==> config.mk <==
export PLATFORM = sky130hd
export DESIGN_NAME = sd_norm_pipe
export DESIGN_NICKNAME = d
export VERILOG_FILES = /design/src/rtl/sd_norm_pkg.sv /design/src/rtl/sd_off_lut.sv /design/src/rtl/sd_norm_pipe.sv
export SDC_FILE = /design/constraint.sdc
export NUM_CORES = 1
export LEC_CHECK = 0
export CORE_ASPECT_RATIO = 0.6
export CORE_MARGIN = 2
export CORE_UTILIZATION = 54
export DETAILED_ROUTE_END_ITERATION = 16
export PLACE_DENSITY = 0.81
export SLEW_MARGIN = 20
export SYNTH_ARGS = -nofsm -noshare
export SYNTH_HDL_FRONTEND = slang
export SYNTH_HIERARCHICAL = 1
export SYNTH_SLANG_ARGS = --single-unit
==> constraint.sdc <==
create_clock -name clk -period 2.1 [get_ports clk]
set_input_delay 0.315 -clock clk [delete_from_list [all_inputs] [get_ports clk]]
set_output_delay 0.315 -clock clk [all_outputs]
set_load 0.01 [all_outputs]
==> src/rtl/sd_norm_pkg.sv <==
// Shared defaults for the slot-offset normaliser and the offset-width helper.
package sd_norm_pkg;
   localparam int S_W_DEF       = 11;
   localparam int N_W_DEF       = 4;
   localparam int MAXV_DEF      = 255;
   localparam int N_MAX_DEF     = 8;
   localparam int N_DEFAULT_DEF = 4;
   localparam int CNT_W_DEF     = 16;

   // Bits needed to hold the largest offset n·MAXV.
   function automatic int off_w(input int n_max, input int maxv);
      return $clog2(n_max * maxv + 1);
   endfunction
endpackage

==> src/rtl/sd_off_lut.sv <==
// Combinational nslt -> {offset, clip} table; out-of-range selectors map to N_DEFAULT.
module sd_off_lut
   import sd_norm_pkg::*;
#(
   parameter int N_W       = N_W_DEF,
   parameter int MAXV      = MAXV_DEF,
   parameter int N_MAX     = N_MAX_DEF,
   parameter int N_DEFAULT = N_DEFAULT_DEF,
   parameter int OFF_W     = off_w(N_MAX_DEF, MAXV_DEF)
) (
   input  logic [N_W-1:0]   nslt,
   output logic [OFF_W-1:0] off,
   output logic             nclip
);
   logic [OFF_W-1:0] tbl [2**N_W];

   for (genvar i = 0; i < 2**N_W; i++) begin : g_tbl
      assign tbl[i] = OFF_W'(((i > N_MAX) ? N_DEFAULT : i) * MAXV);
   end

   assign off   = tbl[nslt];
   assign nclip = (nslt > N_W'(N_MAX));
endmodule

==> src/rtl/sd_norm_pipe.sv <==
// Two-stage valid/ready pipeline computing d = s - n_eff*MAXV with wrap or clamp,
// per-beat underflow/clip flags and a saturating underflow event counter.
module sd_norm_pipe
   import sd_norm_pkg::*;
#(
   parameter int S_W       = S_W_DEF,
   parameter int N_W       = N_W_DEF,
   parameter int MAXV      = MAXV_DEF,
   parameter int N_MAX     = N_MAX_DEF,
   parameter int N_DEFAULT = N_DEFAULT_DEF,
   parameter int CNT_W     = CNT_W_DEF
) (
   input  logic             clk,
   input  logic             rst_n,
   input  logic             in_valid,
   output logic             in_ready,
   input  logic [N_W-1:0]   nslt,
   input  logic [S_W-1:0]   s,
   input  logic             sat_mode,
   output logic             out_valid,
   input  logic             out_ready,
   output logic [S_W-1:0]   d,
   output logic             out_uflow,
   output logic             out_nclip,
   input  logic             cnt_clr,
   output logic [CNT_W-1:0] uflow_cnt
);
   localparam int OFF_W  = off_w(N_MAX, MAXV);
   localparam int DW     = ((S_W > OFF_W) ? S_W : OFF_W) + 1;
   localparam int STAGES = 2;

   if (N_DEFAULT > N_MAX || N_MAX >= 2**N_W) begin : g_bad_params
      $error("sd_norm_pipe: need N_DEFAULT <= N_MAX < 2**N_W");
   end

   logic [STAGES:1]  vld_pipe;
   logic             ld2;
   logic [OFF_W-1:0] lut_off;
   logic             lut_nclip;

   logic [S_W-1:0]   s1;
   logic [OFF_W-1:0] off1;
   logic             sat1;
   logic             nclip1;
   logic [DW-1:0]    diff;
   logic             uflow;

   sd_off_lut #(
      .N_W      (N_W),
      .MAXV     (MAXV),
      .N_MAX    (N_MAX),
      .N_DEFAULT(N_DEFAULT),
      .OFF_W    (OFF_W)
   ) u_lut (
      .nslt (nslt),
      .off  (lut_off),
      .nclip(lut_nclip)
   );

   assign out_valid = vld_pipe[2];
   assign ld2       = !vld_pipe[2] | out_ready;
   // Stage 1 may also fill while stage 2 is stalled, provided it is empty.
   assign in_ready  = !vld_pipe[1] | ld2;

   // Operands are below 2^(DW-1), so the MSB of the difference is the borrow.
   assign diff  = DW'(s1) - DW'(off1);
   assign uflow = diff[DW-1];

   always_ff @(posedge clk or negedge rst_n) begin
      if (!rst_n) begin
         vld_pipe[1] <= 1'b0;
         s1          <= '0;
         off1        <= '0;
         sat1        <= 1'b0;
         nclip1      <= 1'b0;
      end else if (in_ready) begin
         vld_pipe[1] <= in_valid;
         if (in_valid) begin
            s1     <= s;
            off1   <= lut_off;
            sat1   <= sat_mode;
            nclip1 <= lut_nclip;
         end
      end
   end

   always_ff @(posedge clk or negedge rst_n) begin
      if (!rst_n) begin
         vld_pipe[2] <= 1'b0;
         d           <= '0;
         out_uflow   <= 1'b0;
         out_nclip   <= 1'b0;
      end else if (ld2) begin
         vld_pipe[2] <= vld_pipe[1];
         if (vld_pipe[1]) begin
            d         <= (uflow & sat1) ? '0 : diff[S_W-1:0];
            out_uflow <= uflow;
            out_nclip <= nclip1;
         end
      end
   end

   always_ff @(posedge clk or negedge rst_n) begin
      if (!rst_n) begin
         uflow_cnt <= '0;
      end else if (cnt_clr) begin
         uflow_cnt <= '0;
      end else if (out_valid && out_ready && out_uflow && uflow_cnt != '1) begin
         uflow_cnt <= uflow_cnt + CNT_W'(1);
      end
   end
endmodule

== After elaboration in Yosys (flattened, before gate mapping) ==
Memory sizes are Yosys's and may differ from the RTL's. A register that Yosys moved wholly into a read port is not among the register bits.
Cells that the tools add are included.
W data, S select, Z words.
Storage, ports and cells
  bits of input ports: 21
  memory bits (read-only): 176
  memories kept: 1
  register bits after elaboration: 44
  output and inout bits: 31
Memory list
  (name not given): depth 16, bits a word 11, read ports 1, clocked after memory_dff 1, write ports 0, line sd_off_lut.sv:21  | assign off = tbl[nslt];
Operators by class
  magnitude comparators: 1
  equality and inequality tests: 1
  reductions and logical operators: 9
  bitwise operators: 4
  multiplexer cells: 3
  add/subtract/negate cells: 2
Operators by type and width (number)
  $mux W16: 2
  $add A16 B1 Y16 const B: 1
  $ne A16 B16 Y1 const B: 1
  $sub A11 B11 Y12: 1
  $mux W11: 1
  $not A4 Y5: 1
  $gt A4 B4 Y1 const B: 1
  $reduce_and A2 Y1: 2
  $logic_and A1 B1 Y1: 3
  $logic_not A1 Y1: 3
  $or A1 B1 Y1: 2
  $reduce_bool A2 Y1: 1
  $and A1 B1 Y1: 1

== Logic depth before layout (Yosys ltp) ==
  word-level depth: 5
  depth in mapped cells: 8

== Cells and area by module ==
Netlist, hierarchy kept.
By module, submodules not included
  sd_norm_pipe: area each 2935.3 um^2, cells an instance 264, seq. area each 1376.3 um^2, times used 1
  sd_off_lut: area each 178.9 um^2, cells an instance 25, seq. area each 0.0 um^2, times used 1

== Worst setup path before layout ==
No wires, ideal clock.
  kind: register -> register
  from: register s1[0]
  to: register d[10]
  path slack: 0.159 ns
  data required time: 1.980 ns
  clock period less this slack: 1.941 ns
  stages on the path, launching flop included: 9
  library setup time: 0.120 ns
  path buffers: 0
  data arrival time: 1.821 ns
  cells stage by stage: dfrtp_1 > inv_1 > ha_1 > fa_1 > nand2b_1 > a21oi_1 > o22ai_1 > mux2i_1 > o21ai_2
Between the ends
  cells in the longest elaborated chain, start to end: 3
Ends and longest elaborated chain
  start: declaration: line sd_norm_pipe.sv:41  | logic [S_W-1:0] s1;
  start signal: assignment: line sd_norm_pipe.sv:79  | s1 <= s;
  $sub A11 B11 Y12 (*): line sd_norm_pipe.sv:66  | assign diff = DW'(s1) - DW'(off1);
  $and A1 B1 Y1: line sd_norm_pipe.sv:96  | d <= (uflow & sat1) ? '0 : diff[S_W-1:0];
  $mux W11 (*): line sd_norm_pipe.sv:96
  end signal: assignment: line sd_norm_pipe.sv:96
  end: declaration: line sd_norm_pipe.sv:22  | output logic [S_W-1:0] d,
Mark *: on every way between the ends. The rest lies on a longest branch, timed or not.
A chain may end at the register's enable or synchronous reset.

== Worst setup path after layout ==
  from: register off1[5]
  to: register d[6]
Between the ends
  cells in the longest elaborated chain, start to end: 3
Ends and longest elaborated chain
  start: declaration: line sd_norm_pipe.sv:42  | logic [OFF_W-1:0] off1;
  $sub A11 B11 Y12 (*): line sd_norm_pipe.sv:66
  $and A1 B1 Y1: line sd_norm_pipe.sv:96
  $mux W11 (*): line sd_norm_pipe.sv:96
Marked as above.

==> reports/summary.txt <==
status: complete, but fails checks
failing checks: hold timing
Ports: 52
min cycle time layout: 2010 ps
CTS clk-pin slew, worst paths: 100 ps
Final HPWL DP: 5030 um
Root Driver: clkbuf_8
cells on worst reg2reg path: 8
initial cell density of the core: 55.9%
Mapped Cells: 289
CP required: 2320 ps
top-count cell post-synth: dfrtp_1
n_diodes: 0
pwr/cell area: 767 nW/um2
Routed Antenna Nets: 0
H-tree levels: 2
Mean Syn Cell Area: 10.8 um2
drt pass-1 iters: 4
Seq. cell area: 1380 um2
vias in the first global route: 2,213
final wirelength: 6580 um
setup TNS: 0 ps
Slew headroom: 59.1%
max incr delay on CP: 390 ps
leading area contributor after synthesis: dfrtp_1
drt first-iter violations: 75
Critical-path top delay cell: dfrtp_1
fin nets: 389
Max-Cap Viols: 0
Setup crit end kind: flop
initial antenna violation count: 0
crit path launch type: flop
main flop type after synthesis: dfrtp_1
Synthesis Warnings: 6
Inserted Clock Buffers: 5
die height: 62.8 um
final period utilization: 95.8%
Clk Latency, worst-skew pair: 300 ps
WS Path Type: reg -> reg
Peak Freq: 0.497 GHz
area grow syn2layout: 25.1%
Avg WL per Cell: 15.2 um
Area contributors post-synth: dfrtp_1 44%, ha_1 6.4%, mux2_1 5.4%
list of most frequent post-synthesis cells: 55 x dfrtp_1, 23 x nor2_1, 18 x inv_1
GPL Wtd Cong: 0.863
Sink Count: 55
TritonCTS clock tree: yes
Post-Synthesis Net Count: 327
die area: 6410 um2
Core Region: 5570 um2
CTS max path bufs: 2
type of the most critical hold path: in -> async
Setup Viol. Count Final: 0
Yosys top cell area share: 44.2%
largest net degree at the start of global routing: 33
Seq/Total Area, Yosys: 44.2%
worst r2r src: off1[5]
Peak supply drop: 0.327 mV
DRC: 0
Post-synth EDFFs: 0
Cell Area, Synth: 3110 um2
GRT Residual Overflow: 0
Final Slew Violations: 0
die width: 102 um
RR Endpoint: d[6]
Worst EP arrival: 2240 ps
critical path fanouts, max: 10
PortBufs: 51
Hold Vio Cnt, Final: 2
Lkg Pwr: 1.74 nW
layout cells sized above 1: 15.9%
first-pass GRT wire length: 10,900 um
skew final: 8.15 ps
fill count: 411
total power: 2.99 mW
Rows: 21
Multi-input gate area: 1590 um2
GRT Overall Usage: 21.8%
Cell variety after synth: 53
Yosys reg bits: 55
DR vias/cell: 5.47
Min Hold Slack: -0.362 ps
Worst R2R Setup Slack: 90 ps
Critical Path Start: off1[5]
crit-path cells: inv_1, ha_1, o21ai_0, a21oi_1, o21ai_1, o31a_1, buf_12, o31ai_4
cts hold-fix bufs: 0
Worst-Margin Slew: 611 ps
async set-or-reset flop fraction in the synthesized netlist: 100%
total number of vias: 2,362
## how the worst max path moves through the flow
stage,end,slack [ps],depth (start not counted)
detailed placement,uflow_cnt[9],20,6
floorplan,d[10],160,8
global route,d[4],-10,8
global placement,uflow_cnt[13],70,6
CTS,d[6],50,9
finish,d[6],90,8
## area by class of cell
class,count,share of cell area [%]
repair buffers,68,17.2
clock inverters,3,0.385
well taps,80,2.57
multi-input cells,202,40.9
inverters,19,1.83
flip-flops and latches,55,35.3
clock buffers,5,1.77
## cell usage in the layout (no fill, tap or decap), types with 7 or more instances in the layout
master            n
dfrtp_1          55
clkdlybuf4s50_1  50
nor2_1           23
inv_1            18
nand2_1          16
xor2_1           16
ha_1             16
mux2_1           15
buf_4            14
mux2_2           10
nand3_1           7
a21oi_1           7
o21ai_2           7
nor3_1            7
## routing by layer
layer  share of wire (%)  GRT usage, %  routed length (um)  up-vias
met3                 6.1          5.48                 404        7
met2                  43          29.6                2810       64
met1                  50          34.0                3300     1153
li1                    -             -                   -     1138
met5                   0             0                   0        -
met4                0.99          6.17                  65        0
## what timing repair did
| action | 4_1_cts | 5_1_grt |
|---|---|---|
| buffers inserted | 0 | 2 |
| endpoints found under the setup margin | 0 | 4 |
| gates resized for setup | 0 | 2 |
| hold endpoints to repair | 0 | 0 |
## stage by stage
stage | hold WS, ps | area, um2 | util, % | setup WS, ps | std cells
2_1_floorplan | 19.4 | 3110 | - | 159 | 289
3_3_place_gp | 333 | 3790 | 68.0 | 71.5 | 422
3_5_place_dp | 344 | 3790 | 68.0 | 18.0 | 422
4_1_cts | 12.0 | 3870 | 69.5 | 48.0 | 430
5_1_grt | 22.6 | 3900 | 69.9 | -10.1 | 432
6_report | -0.362 | 3900 | 69.9 | 88.1 | 432
## cell families (layout without fill, tap and decap cells)
family                     after synthesis  count (layout)  synth area share [%]
adders and majority gates               17              17                  7.07
DFF                                     55              55                  44.2
muxes                                   27              27                  9.68
xor gates and xnor gates                19              19                  5.34
buffers and inverters                   32              95                  4.98
and+or+nand+nor                         86              86                  14.4
AOI/OAI and AO/OA                       53              53                  14.3
## where the power goes
| part | leakage [nW] | total, mW | switching (mW) | internal [mW] |
|---|---|---|---|---|
| clock | 0.0477 | 0.573 | 0.344 | 0.230 |
| combinational | 1.02 | 1.10 | 0.524 | 0.578 |
| sequential | 0.677 | 1.31 | 0.0958 | 1.22 |
## state kept, by name, summed over array words and instances (netlist names), 11 cells and up
name and flops:
off1 11, d 11, s1 11, uflow_cnt 16
## worst max-delay path: cells and delay by family, from the launching register on
kind / cells / cell delay, ps
buf+inv: 2 / 220
flops: 1 / 390
fa+ha+maj: 1 / 340
compound gates: 5 / 980
(Power assumes the default switching activity.)
